File: config.mk
export PLATFORM = sky130hd
export DESIGN_NAME = cop_ise_arb2
export DESIGN_NICKNAME = d
export VERILOG_FILES = /design/src/rtl/cop_ise_pkg.sv /design/src/rtl/cop_rr_arb2.sv /design/src/rtl/cop_ise_arb2.sv
export SDC_FILE = /design/constraint.sdc
export NUM_CORES = 1
export LEC_CHECK = 0
export ABC_AREA = 1
export BUFFER_PORTS_ARGS = -buffer_cell sky130_fd_sc_hd__buf_2
export CAP_MARGIN = 40
export CORE_AREA = 2 2 267 269
export CTS_CLUSTER_SIZE = 14
export DETAILED_ROUTE_END_ITERATION = 8
export DIE_AREA = 0 0 269 271
export GPL_TIMING_DRIVEN = 0
export SYNTH_ARGS = -nofsm -noshare
export SYNTH_HDL_FRONTEND = slang
export SYNTH_SLANG_ARGS = --single-unit
File: constraint.sdc
create_clock -name cop_clk -period 1.35 [get_ports cop_clk]
set_clock_uncertainty 0.1 [all_clocks]
set_input_delay 0.135 -clock cop_clk [delete_from_list [all_inputs] [get_ports cop_clk]]
set_output_delay 0.135 -clock cop_clk [all_outputs]
set_load 0.02 [all_outputs]
File: src/rtl/cop_ise_pkg.sv
// Shared constants and types for the two-requester Xoodyak ISE arbiter (cop_ise_arb2).
package cop_ise_pkg;

    localparam int COP_XLEN = 64;

    // RISC-V custom opcode space used by the Xoodyak ISE
    localparam logic [6:0] CUSTOM_0 = 7'b0001011;
    localparam logic [6:0] CUSTOM_1 = 7'b0101011;
    localparam logic [6:0] CUSTOM_2 = 7'b1011011;
    localparam logic [6:0] CUSTOM_3 = 7'b1111011;

    typedef enum logic [1:0] {
        IDLE  = 2'd0,
        ISSUE = 2'd1,
        RESP  = 2'd2,
        DONE  = 2'd3
    } cop_state_e;

    typedef logic req_id_t;

    function automatic req_id_t gnt_to_id(input logic [1:0] gnt);
        return gnt[1] & ~gnt[0];
    endfunction

endpackage

File: src/rtl/cop_rr_arb2.sv
// Two-way combinational arbiter producing a one-hot grant.
// Round-robin by default; COP_ARB_FIXED_PRIO_EN makes requester 0 always win and drops the pointer.
module cop_rr_arb2 (
    input  logic [1:0] i_req,
`ifndef COP_ARB_FIXED_PRIO_EN
    input  logic       i_ptr,
`endif
    output logic [1:0] o_gnt
);

`ifdef COP_ARB_FIXED_PRIO_EN
    assign o_gnt = {i_req[1] & ~i_req[0], i_req[0]};
`else
    // A lone requester always wins; on contention the pointer names the winner.
    always_comb begin
        o_gnt = i_req;
        if (&i_req) begin
            o_gnt = i_ptr ? 2'b10 : 2'b01;
        end
    end
`endif

endmodule

File: src/rtl/cop_ise_arb2.sv
// Shares one combinational Xoodyak ISE between two requesters: arbitrate, stage, issue, buffer, return.
// Optional COP_ARB_FIXED_PRIO_EN selects fixed priority (requester 0) instead of round-robin.
module cop_ise_arb2
    import cop_ise_pkg::*;
#(
    parameter int XLEN = COP_XLEN
) (
    input  logic            cop_clk,
    input  logic            cop_rst,

    input  logic            r0_valid,
    input  logic [31:0]     r0_insn,
    input  logic [XLEN-1:0] r0_rs1,
    input  logic [XLEN-1:0] r0_rs2,
    input  logic            r0_rdywr,
    output logic            r0_wr,
    output logic [XLEN-1:0] r0_rd,
    output logic            r0_ready,

    input  logic            r1_valid,
    input  logic [31:0]     r1_insn,
    input  logic [XLEN-1:0] r1_rs1,
    input  logic [XLEN-1:0] r1_rs2,
    input  logic            r1_rdywr,
    output logic            r1_wr,
    output logic [XLEN-1:0] r1_rd,
    output logic            r1_ready,

    output logic            ise_valid,
    output logic [31:0]     ise_insn,
    output logic [XLEN-1:0] ise_rs1,
    output logic [XLEN-1:0] ise_rs2,
    input  logic            ise_wr,
    input  logic [XLEN-1:0] ise_rd,
    output logic            ise_rdywr
);

    cop_state_e      r_state;
    cop_state_e      w_state_next;
    req_id_t         r_gnt;
    logic [31:0]     r_insn;
    logic [XLEN-1:0] r_rs1;
    logic [XLEN-1:0] r_rs2;
    logic [XLEN-1:0] r_res;

    logic [1:0]      w_req;
    logic [1:0]      w_gnt_oh;
    req_id_t         w_gnt_id;
    logic            w_rdywr_g;
    logic            w_wr;
    logic            w_ready;
    logic [XLEN-1:0] w_rd;

    assign w_req = {r1_valid, r0_valid};

`ifdef COP_ARB_FIXED_PRIO_EN
    cop_rr_arb2 u_arb (
        .i_req (w_req),
        .o_gnt (w_gnt_oh)
    );
`else
    logic r_ptr;

    cop_rr_arb2 u_arb (
        .i_req (w_req),
        .i_ptr (r_ptr),
        .o_gnt (w_gnt_oh)
    );

    // The pointer only moves on a completion pulse, handing priority to the other side.
    always_ff @(posedge cop_clk or negedge cop_rst) begin
        if (!cop_rst) begin
            r_ptr <= 1'b0;
        end else if (w_ready) begin
            r_ptr <= ~r_gnt;
        end
    end
`endif

    assign w_gnt_id  = gnt_to_id(w_gnt_oh);
    assign w_rdywr_g = r_gnt ? r1_rdywr : r0_rdywr;

    always_ff @(posedge cop_clk or negedge cop_rst) begin
        if (!cop_rst) begin
            r_state <= IDLE;
        end else begin
            r_state <= w_state_next;
        end
    end

    always_ff @(posedge cop_clk or negedge cop_rst) begin
        if (!cop_rst) begin
            r_gnt  <= 1'b0;
            r_insn <= '0;
            r_rs1  <= '0;
            r_rs2  <= '0;
            r_res  <= '0;
        end else begin
            if (r_state == IDLE && (|w_req)) begin
                r_gnt  <= w_gnt_id;
                r_insn <= w_gnt_id ? r1_insn : r0_insn;
                r_rs1  <= w_gnt_id ? r1_rs1  : r0_rs1;
                r_rs2  <= w_gnt_id ? r1_rs2  : r0_rs2;
            end
            if (r_state == ISSUE) begin
                r_res <= ise_rd;
            end
        end
    end

    always_comb begin
        w_state_next = r_state;
        case (r_state)
            IDLE:    if (|w_req) w_state_next = ISSUE;
            ISSUE:   w_state_next = ise_wr ? RESP : DONE;
            RESP:    if (w_rdywr_g) w_state_next = IDLE;
            DONE:    w_state_next = IDLE;
            default: w_state_next = IDLE;
        endcase
    end

    always_comb begin
        ise_valid = 1'b0;
        ise_insn  = '0;
        ise_rs1   = '0;
        ise_rs2   = '0;
        w_wr      = 1'b0;
        w_ready   = 1'b0;
        w_rd      = '0;
        case (r_state)
            ISSUE: begin
                ise_valid = 1'b1;
                ise_insn  = r_insn;
                ise_rs1   = r_rs1;
                ise_rs2   = r_rs2;
            end
            RESP: begin
                w_wr    = 1'b1;
                w_rd    = r_res;
                w_ready = w_rdywr_g;
            end
            DONE: begin
                w_ready = 1'b1;
            end
            default: begin
            end
        endcase
    end

    // Only the granted requester ever sees a non-zero response.
    assign r0_wr    = w_wr    & ~r_gnt;
    assign r0_ready = w_ready & ~r_gnt;
    assign r0_rd    = r_gnt ? '0 : w_rd;
    assign r1_wr    = w_wr    & r_gnt;
    assign r1_ready = w_ready & r_gnt;
    assign r1_rd    = r_gnt ? w_rd : '0;

    assign ise_rdywr = 1'b1;

endmodule

# == Word-level counts from Yosys, hierarchy flattened ==
# Cells that the tools add are included.
# totals
regBits,228
input_bits,391
output_inout_bits,294
wordCells,43
# classes
eq_ne,5
mux,19
bitwise_logic,7
n_reduce_logical,5
# op_table
cell,n
$mux W64,7
$mux W32,2
$mux W2,4
$pmux W2 S4,1
$and A1 B1 Y1,5
$eq A2 B2 Y1 const B,2
$mux W1,4
$reduce_and A2 Y1,2
$eq A2 B1 Y1 const B,1
$logic_not A2 Y1,1
$ne A2 B1 Y1 const B,1
$ne A2 B2 Y1 const B,1
$not A1 Y1,2
$pmux W1 S2,1
$reduce_or A2 Y1,1
$logic_and A1 B1 Y1,1

# == Longest topological paths before layout ==
# Gate-level depths: netlist (run 1).
# logic_depth
ltp_word,5
depth_mapped,8
mapped_depth_nobuf,6

# == Cells and area by module ==
# From an unflattened synthesis (run 1), not the netlist that was laid out.
# hier_totals
cells_unflattened,1995
area_unflattened_um2,12816.0
# modules_own_cells
mod,instances,cells_per_inst,area_per_inst_um2
cop_ise_arb2,1,1990,12794.8
cop_rr_arb2,1,5,21.3

# == Worst setup path after synthesis (run 1) ==
# OpenSTA, ideal clock, no wires.
# synth_path
path_kind,register to output
startpoint,register r_state[1]
endpoint,output ise_insn[0]
t_arrival_ps,1253
t_required_ps,1115
slack_ps,-138
path_stages_with_launch,6
path_buffers,2
cell_sequence,dfrtp_1 inv_2 nand2_1 clkbuf_1 buf_2 nor2_1
# synth_between
elab_chain_len,2
# synth_rtl
element,line_no,source
start: declaration,cop_ise_arb2.sv:38,cop_state_e r_state;
start signal: assignment,cop_ise_arb2.sv:87,r_state <= w_state_next;
$eq A2 B1 Y1,cop_ise_arb2.sv:130,case (r_state)
$mux W32,cop_ise_arb2.sv:130,
end: declaration,cop_ise_arb2.sv:30,"output logic [31:0] ise_insn,"
# No other way between the ends.

# == Worst setup path after layout (run 1) ==
# layout_path
startpoint,register r_state[1]
endpoint,output ise_rs1[50]
# layout_between
elab_chain_len,2
# layout_rtl
element,line_no,source
$eq A2 B1 Y1,cop_ise_arb2.sv:130,
$mux W64,cop_ise_arb2.sv:130,
end: declaration,cop_ise_arb2.sv:31,"output logic [XLEN-1:0] ise_rs1,"
# No other way between the ends.

==> results of run 1 <==
==> synthesized netlist by cell type (all sizes together) <==
cell	n
o21ai	66
clkbuf	39
dfrtp	228
nand2	556
conb	1
a21boi	1
nand3	322
inv	553
buf	93
nor2	292
==> kinds of logic after synthesis <==
family                 count (synthesis)  share of synthesized area (%)
buffers and inverters                685                          19.87
DFF                                  228                          42.06
and+or+nand+nor                     1170                          35.56
AOI/OAI and AO/OA                     67                          2.490
other                                  1                        0.02764
==> cell type report <==
cell class	count	area share (%)
clock inverters	9	0.3615
well taps	940	4.301
inverters	553	7.665
clock buffers	39	2.974
diodes	1	0.009152
plain buffers	132	4.695
multi-input cells	1240	24.65
repair buffers	1110	34.47
flip-flops and latches	228	20.87
==> repair_timing <==
action | CTS | global route
setup buffers | 12 | 8
endpoints found under the setup margin | 519 | 535
pin swaps | 6 | 5
endpoints found under the hold margin | 455 | 2
resized for setup | 609 | 441
cloned | 8 | 13
==> per-layer routing <==
| layer | wire, um | vias to the layer above | part of all wire (%) | global-route usage [%] |
|---|---|---|---|---|
| met5 | 11 | - | 0.015 | 0 |
| met4 | 4678 | 2 | 6.2 | 10.63 |
| met3 | 5986 | 290 | 7.9 | 3.195 |
| met2 | 36010 | 1103 | 48 | 31.73 |
| met1 | 28800 | 8552 | 38 | 21.80 |
| li1 | - | 8522 | - | - |
==> flip-flops by register name, indices dropped and copies added, names as in the netlist <==
name / cells
r_res: 64
r_gnt: 1
r_state: 2
r_rs1: 64
r_ptr: 1
r_rs2: 64
r_insn: 32
==> metrics by stage <==
step,utilization (%),std cells
finish,39.18,4252
floorplan,-,2151
global placement,26.35,3773
CTS,36.69,4230
detailed placement,26.45,3775
global route,39.18,4251
==> worst max-delay path, cell delays in order, from the launching register on <==
cell       delay (ps)
dfrtp_1           410
inv_4             130
nand2_8            90
clkbuf_16         200
buf_12            190
nor2_4            140
buf_6             140
==> worst paths after layout <==
path	slack [ps]	end	startpoint
worst min register to register	380	r_rs1[32]$_DFFE_PN0P_	r_rs1[32]$_DFFE_PN0P_
worst max-delay path	-820	ise_rs1[50]	r_state[1]$_DFFE_PN0P_
worst min-delay path	-180	r_state[1]$_DFFE_PN0P_	r0_rdywr
max in group asynchronous	-110	r_rs1[55]$_DFFE_PN0P_	cop_rst
worst max register to register	-590	r_rs2[0]$_DFFE_PN0P_	r_ptr$_DFFE_PN0P_
min in group asynchronous	70	r_res[56]$_DFFE_PN0P_	cop_rst
==> power groups by stage <==
stage          Clock [mW]  Sequential (mW)  Combinational [mW]
2_1_floorplan           0             11.5                13.5
3_3_place_gp            0             11.8                20.7
3_5_place_dp            0             11.9                20.9
4_1_cts              7.83             11.8                27.5
5_1_grt              8.11             12.2                34.6
6_report             7.68             11.9                32.1
==> reports/qor.yml, run 1 <==
run_status:
  status: "finished, violations left"
  failed_checks: "hold timing, setup timing"
final_layout:
  nFillCells: 6705
  design_area_um2: 27340
  nets: 3684
  layout_commonest_cell: "inv_1"
  drive_above_1_share_pct: 33.86
  final_cell_mix: "549 x inv_1, 539 x nand2_1, 440 x buf_2"
  regArea_um2: 5707
  synthToLayoutAreaGrowth_pct: 101.6
  multi_input_area_um2: 6741
setup_path:
  worstSetupPathType: "flip-flop to primary output"
  crit_arrival_ps: 1930
  endpoint_kind: "primary output"
  cp-start-kind: "flip-flop"
  worst-path-max-fanout: 8
  rr_worst_depth: 7
  required_ps: 1120
die:
  die_w_um: 269
  top_level_ports: 685
  initial_core_util_pct: 19.44
  dieArea_um2: 72900
  fp.dieH_um: 271
  core_area_um2: 69790
  placement_rows: 97
power:
  switchingPower_mw: 24.04
  p_seq_share_pct: 23.0
  switching_share_pct: 46.48
  leakagePower_nw: 14.79
  p_int_mw: 27.68
  ir_drop_mv: 1.066
  combPwrFrac_pct: 62.1
  powerDensity_nw_per_um2: 1891
  clockPowerShare_pct: 14.9
  total_power_mw: 51.72
cts:
  cts_sinks: 228
  cts_buffer_depth: 3
  root_buffer: "clkbuf_16"
  holdBufCountCts: 387
  cts_tree: "built"
  numCtsBuffers: 28
  clk_latency_ps: 560
  clk_pin_slew_ps: 60
  htreeDepth: 1
sta:
  slew_headroom_pct: 44.46
  final-max-slew-violation-count: 0
  hold_viol: 2
  layout_setup_ws_ps: -816.9
  holdWs_ps: -178.4
  period_needed_ps: 2167
  rsz0062_at_grt: "yes"
  setup_violations: 535
  finalSetupTns_ps: -307150
  period_share_pct: 160.5
  worst_slew_pin_slew_ps: 830.4
  fmax_mhz: 461.5
drt:
  wl_per_cell_um: 17.75
  dr.pass1.iters: 6
  drcViolationCount: 0
  num_vias: 18470
  drt_iter0_markers: 1210
  vias_per_cell: 4.344
  ant_nets: 0
  drt-total-wl_mm: 75.48
yosys:
  syn_area_per_cell_um2: 6.307
  synth_nets: 2542
  synth_area_leader_cell: "dfrtp_1"
  synth_area_um2: 13570
  ys_ff_latch: 228
  synth_cell_types: 17
  synth.top_cell.area_share_pct: 42.06
  synthCells: 2151
  yosysWarningCount: 0
  synthTopCellsByArea: "dfrtp_1 42%, nand2_1 15%, inv_1 15%, nand3_1 12%, nor2_1 8.0%"
  synth_seq_area_share_pct: 42.06
job:
  max_cap_viol_count: 0
placement:
  dpl-instance-area_um2: 18460
  hpwl_mm: 48.09
  io_buffers: 682
  gp_congestion: 0.9204
  pre_cts_ws_ps: -1205
global_routing:
  overflow: 0
  grt_pass1_wl_mm: 103.0
  antenna_found_initial: 5
  grt_usage_pct: 18.58
  grt_pass1_vias: 17900
  grt_max_degree: 110
hold_path:
  holdCritPathClass: "input pin to flip-flop"
  min_path_cells: 4
(Power assumes the default switching activity.)
==> run 2: changes to the inputs <==
Settings changed: PLACE_DENSITY set to 0.48, SKIP_CTS_REPAIR_TIMING set to 1, SLEW_MARGIN set to 15.
==> run 2 against run 1 <==
  * The run still ends with hold timing, setup timing left
  * Critical path depth grew 1
  * Clock-buffer cell count grew 8
  * Critical path type unchanged
  * Global-route usage shrank 2.2 points
  * Setup slack lost 130 ps
  * Sequential share of layout area grew 0.67 points
  * Cell count shrank 0.21%
  * Fmax shrank 5.5%
  * Die area is the same
  * Clock power grew 4.6%
  * Sequential power is essentially flat
  * First-iteration DRC count shrank 36%
  * Sequential cell count is the same
==> reports/qor.yml, run 2 (synthesis results as in run 1) <==
final_layout:
  nets: 3671
  final_cell_mix: "551 x nand2_1, 549 x inv_1, 497 x buf_2"
  synthToLayoutAreaGrowth_pct: 95.34
  final_core_util_pct: 37.97
  multi_input_area_um2: 6528
  drive_above_1_share_pct: 32.14
  layout_commonest_cell: "nand2_1"
  nFillCells: 7168
  finalNonFillerCells: 4243
  design_area_um2: 26500
  regArea_um2: 5708
  top_regs: "r_res (64), r_rs1 (64), r_rs2 (64)"
cts:
  clk_latency_ps: 600
  clk_pin_slew_ps: 60
  cts_buffer_depth: 3
  cts_tree: "built"
  cts_sinks: 228
  htreeDepth: 1
  root_buffer: "clkbuf_16"
  numCtsBuffers: 30
power:
  leakagePower_nw: 14.51
  powerDensity_nw_per_um2: 1849
  total_power_mw: 49.00
  ir_drop_mv: 0.8778
sta:
  hold_viol: 49
  period_needed_ps: 2293
  worst_slew_pin_slew_ps: 598.9
  final-max-slew-violation-count: 0
  period_share_pct: 169.8
  rsz0062_at_grt: "yes"
  slew_headroom_pct: 60.07
  fmax_mhz: 436.2
  holdWs_ps: -212.0
  layout_setup_ws_ps: -942.7
  setup_violations: 519
drt:
  drt-total-wl_mm: 70.59
  drcViolationCount: 0
  dr.pass1.iters: 5
  ant_nets: 0
  wl_per_cell_um: 16.64
  drt_iter0_markers: 780
  num_vias: 17330
  vias_per_cell: 4.085
job:
  max_cap_viol_count: 0
hold_path:
  min_path_cells: 4
  holdPathEnd: "r_state[1]$_DFFE_PN0P_"
  holdCritPathClass: "input pin to flip-flop"
  min_from: "r0_rdywr"
global_routing:
  grt_usage_pct: 16.42
  overflow: 0
  antenna_found_initial: 4
  grt_pass1_vias: 14930
  grt_max_degree: 92
  grt_pass1_wl_mm: 89.98
setup_path:
  rr_worst_depth: 8
  endpoint_kind: "primary output"
  r2r_slack_ps: -620
  worstSetupPathType: "flip-flop to primary output"
  required_ps: 1120
  worst-path-max-fanout: 10
  cp-start-kind: "flip-flop"
  reg2reg_to: "r_res[20]$_DFFE_PN0P_"
  crit_arrival_ps: 2060
  rr_startpoint: "r_state[1]$_DFFE_PN0P_"
die:
  top_level_ports: 685
  die_w_um: 269
  initial_core_util_pct: 19.44
  core_area_um2: 69790
  fp.dieH_um: 271
  placement_rows: 97
  dieArea_um2: 72900
placement:
  dpl.cell_count: 3776
  hpwl_mm: 49.15
  io_buffers: 682
  dpl-instance-area_um2: 18470
  gp_congestion: 0.8817
run_status:
  status: "finished, violations left"
  failed_checks: "hold timing, setup timing"
[run 2: critical path: stages, from the launching register on]
cell	delay [ps]
dfrtp_2	410
clkinv_4	120
nor2_4	180
nand2_4	80
buf_12	160
buf_12	160
nor2_4	180
buf_6	150
[run 2: worst max-delay path by stage]
stage                            from  slack, ps  cells past startpoint                    end
4_1_cts        r_state[1]$_DFFE_PN0P_      -1590                      6            ise_insn[0]
2_1_floorplan  r_state[1]$_DFFE_PN0P_       -120                      6              r0_rd[57]
6_report       r_state[1]$_DFFE_PN0P_       -940                      7              r1_rd[43]
3_5_place_dp        r_ptr$_DFFE_PN0P_       -980                      8  r_rs1[60]$_DFFE_PN0P_
3_3_place_gp                  cop_rst      -4500                      1  r_rs2[60]$_DFFE_PN0P_
5_1_grt        r_state[1]$_DFFE_PN0P_      -1030                      7              r1_rd[44]
[run 2: stage by stage]
step,hold WS (ps),TNS [ps],worst slack (ps)
6_report,-212.0,-334560,-942.7
5_1_grt,-178.6,-395040,-1031
4_1_cts,-668.8,-506720,-1588
3_5_place_dp,-8.807,-308230,-978.6
3_3_place_gp,240.5,-1322860,-4497
2_1_floorplan,-260.6,-17350,-120.9
[run 2: routing by layer]
layer	share of wire, %	global-route usage, %
met1	39	18.86
met5	0.043	0
met3	6.8	3.932
met4	5.0	6.477
met2	49	29.04
[run 2: area by class of cell]
| class | count | area share [%] |
|---|---|---|
| Multi-Input combinational cell | 1239 | 24.63 |
| Antenna cell | 2 | 0.01889 |
| Timing Repair Buffer | 1096 | 33.59 |
| Inverter | 553 | 7.890 |
| Sequential cell | 228 | 21.54 |
| Clock buffer | 47 | 3.418 |
| Buffer | 132 | 4.259 |
| Clock inverter | 6 | 0.2078 |
| Tap cell | 940 | 4.438 |
[run 2: power by group]
group / leakage (nW) / internal [mW] / switching [mW]
Combinational: 11.2 / 11.2 / 17.9
Sequential: 2.78 / 10.3 / 1.57
Clock: 0.477 / 4.73 / 3.30
Total: 14.5 / 26.2 / 22.8
==> run 3: changes to the inputs <==
Clock period 1.35 ns to 2 ns, I/O delays scaled along.
==> run 3 against run 2 <==
  * The flow still finishes with violations (hold timing, setup timing)
  * Combinational power fell by 43%
  * Clock-buffer cell count fell by 5
  * Highest routed layer unchanged
  * Sequential share of layout area rose by 1.9 points
  * Largest power group unchanged
  * Cell count fell by 0.71%
  * Cell area fell by 8.1%
  * Critical endpoint is now r1_rd[25]
  * Die area did not move
==> reports/qor.yml, run 3 (synthesis results as in run 1) <==
die:
  top_level_ports: 685
  dieArea_um2: 72900
  initial_core_util_pct: 19.44
  core_area_um2: 69790
  fp.dieH_um: 271
  placement_rows: 97
  die_w_um: 269
cts:
  clk_pin_slew_ps: 60
  cts_buffer_depth: 3
  root_buffer: "clkbuf_16"
  clk_latency_ps: 570
  cts_tree: "built"
  numCtsBuffers: 28
  htreeDepth: 1
  cts_sinks: 228
drt:
  vias_per_cell: 4.096
  num_vias: 17260
  drt_iter0_markers: 831
  wl_per_cell_um: 16.38
  ant_nets: 0
  dr.pass1.iters: 5
  drcViolationCount: 0
  drt-total-wl_mm: 69.02
global_routing:
  grt_usage_pct: 16.52
  grt_max_degree: 90
  grt_pass1_vias: 14660
  grt_pass1_wl_mm: 90.72
  overflow: 0
  antenna_found_initial: 8
sta:
  holdWs_ps: -29.02
  rsz0062_at_grt: "yes"
  period_needed_ps: 2389
  layout_setup_ws_ps: -389.3
  hold_viol: 7
  slew_headroom_pct: 59.03
  setup_violations: 295
  worst_slew_pin_slew_ps: 614.5
  final-max-slew-violation-count: 0
  period_share_pct: 119.5
  fmax_mhz: 418.5
setup_path:
  worstSetupPathType: "flip-flop to primary output"
  endpoint_kind: "primary output"
  crit_arrival_ps: 2090
  worst-path-max-fanout: 10
  required_ps: 1700
  cp-start-kind: "flip-flop"
job:
  max_cap_viol_count: 0
power:
  combPwrFrac_pct: 56.2
  p_seq_share_pct: 26.9
  switchingPower_mw: 13.90
  ir_drop_mv: 0.5125
  leakagePower_nw: 14.06
  switching_share_pct: 46.96
  clockPowerShare_pct: 16.9
  total_power_mw: 29.60
  powerDensity_nw_per_um2: 1215
  p_int_mw: 15.70
run_status:
  failed_checks: "hold timing, setup timing"
  status: "finished, violations left"
final_layout:
  nets: 3643
  layout_commonest_cell: "buf_2"
  final_cell_mix: "627 x buf_2, 551 x nand2_1, 550 x inv_1"
  design_area_um2: 24360
  drive_above_1_share_pct: 28.23
  nFillCells: 7547
  synthToLayoutAreaGrowth_pct: 79.60
  top_regs: "r_res (64), r_rs1 (64), r_rs2 (64)"
placement:
  hpwl_mm: 50.52
  dpl-instance-area_um2: 18260
  io_buffers: 682
  gp_congestion: 0.8949
hold_path:
  holdCritPathClass: "input pin to flip-flop"
run 3: cell count changes in the layout (fill, tap and decap cells not counted), sizes merged:
cell,previous run,this run
nand2,557,556
buf,798,788
clkinv,6,5
dlygate4sd3,386,377
bufinv,1,0
diode,2,4
clkbuf,91,80
inv,552,553
run 3: area by class of cell:
type / count / area, um2 / share of cell area, %
multi-input combinational: 1238 / 5764 / 23.66
buffer: 132 / 825.8 / 3.389
tap: 940 / 1176 / 4.827
clock buffer: 42 / 844.6 / 3.467
clock inverter: 5 / 25.02 / 0.1027
sequential: 228 / 5705 / 23.42
inverter: 553 / 2078 / 8.530
antenna: 4 / 10.01 / 0.04108
timing repair buffer: 1071 / 7934 / 32.56
run 3: worst paths after layout:
kind                                         from                endpoint  slack (ps)  cells past startpoint
max                        r_state[1]$_DFFE_PN0P_               r1_rd[25]        -390                      7
min                                    r1_rs1[56]   r_rs1[56]$_DFFE_PN0P_         -30                      5
max reg2reg                r_state[1]$_DFFE_PN0P_   r_rs1[16]$_DFFE_PN0P_         -20                      7
min reg2reg                 r_rs1[19]$_DFFE_PN0P_   r_rs1[19]$_DFFE_PN0P_         380                      2
max in group asynchronous                 cop_rst   r_rs1[42]$_DFFE_PN0P_         820                      3
min in group asynchronous                 cop_rst  r_insn[30]$_DFFE_PN0P_          50                      2
run 3: critical path, cell delays in order (launching register included):
cell and delay (ps):
dfrtp_1 390, inv_2 80, nor2_2 170, nand2_2 110
buf_6 170, buf_4 190, nor2_1 200, buf_2 210
run 3: power groups by stage:
stage | sequential (mW) | clock [mW] | combinational, mW
floorplan | 7.76 | 0 | 8.66
global placement | 7.98 | 0 | 13.6
detailed placement | 7.99 | 0 | 13.8
CTS | 7.94 | 5.16 | 13.8
global route | 8.22 | 5.32 | 18.4
finish | 7.97 | 4.99 | 16.6
run 3: stage by stage:
stage               hold WS, ps  instances  utilization (%)   TNS, ps  setup WS [ps]
floorplan                -195.6       2151                -         0          447.4
global placement          307.0       3773            26.02  -1029040          -3973
finish                   -29.02       4213            34.91    -74880         -389.3
CTS                      -534.2       3824            27.42   -201450          -1097
global route              2.270       4210            34.90   -102760         -503.7
detailed placement        84.44       3777            26.17    -42810         -685.0
run 3: routing by layer:
layer | wire length, um | vias up | track usage (%) | part of all wire [%]
li1 | - | 8425 | - | -
met1 | 28640 | 8011 | 20.01 | 41
met2 | 33490 | 657 | 28.99 | 49
met3 | 4111 | 157 | 3.477 | 6.0
met4 | 2727 | 8 | 5.102 | 4.0
met5 | 53 | - | 0 | 0.077
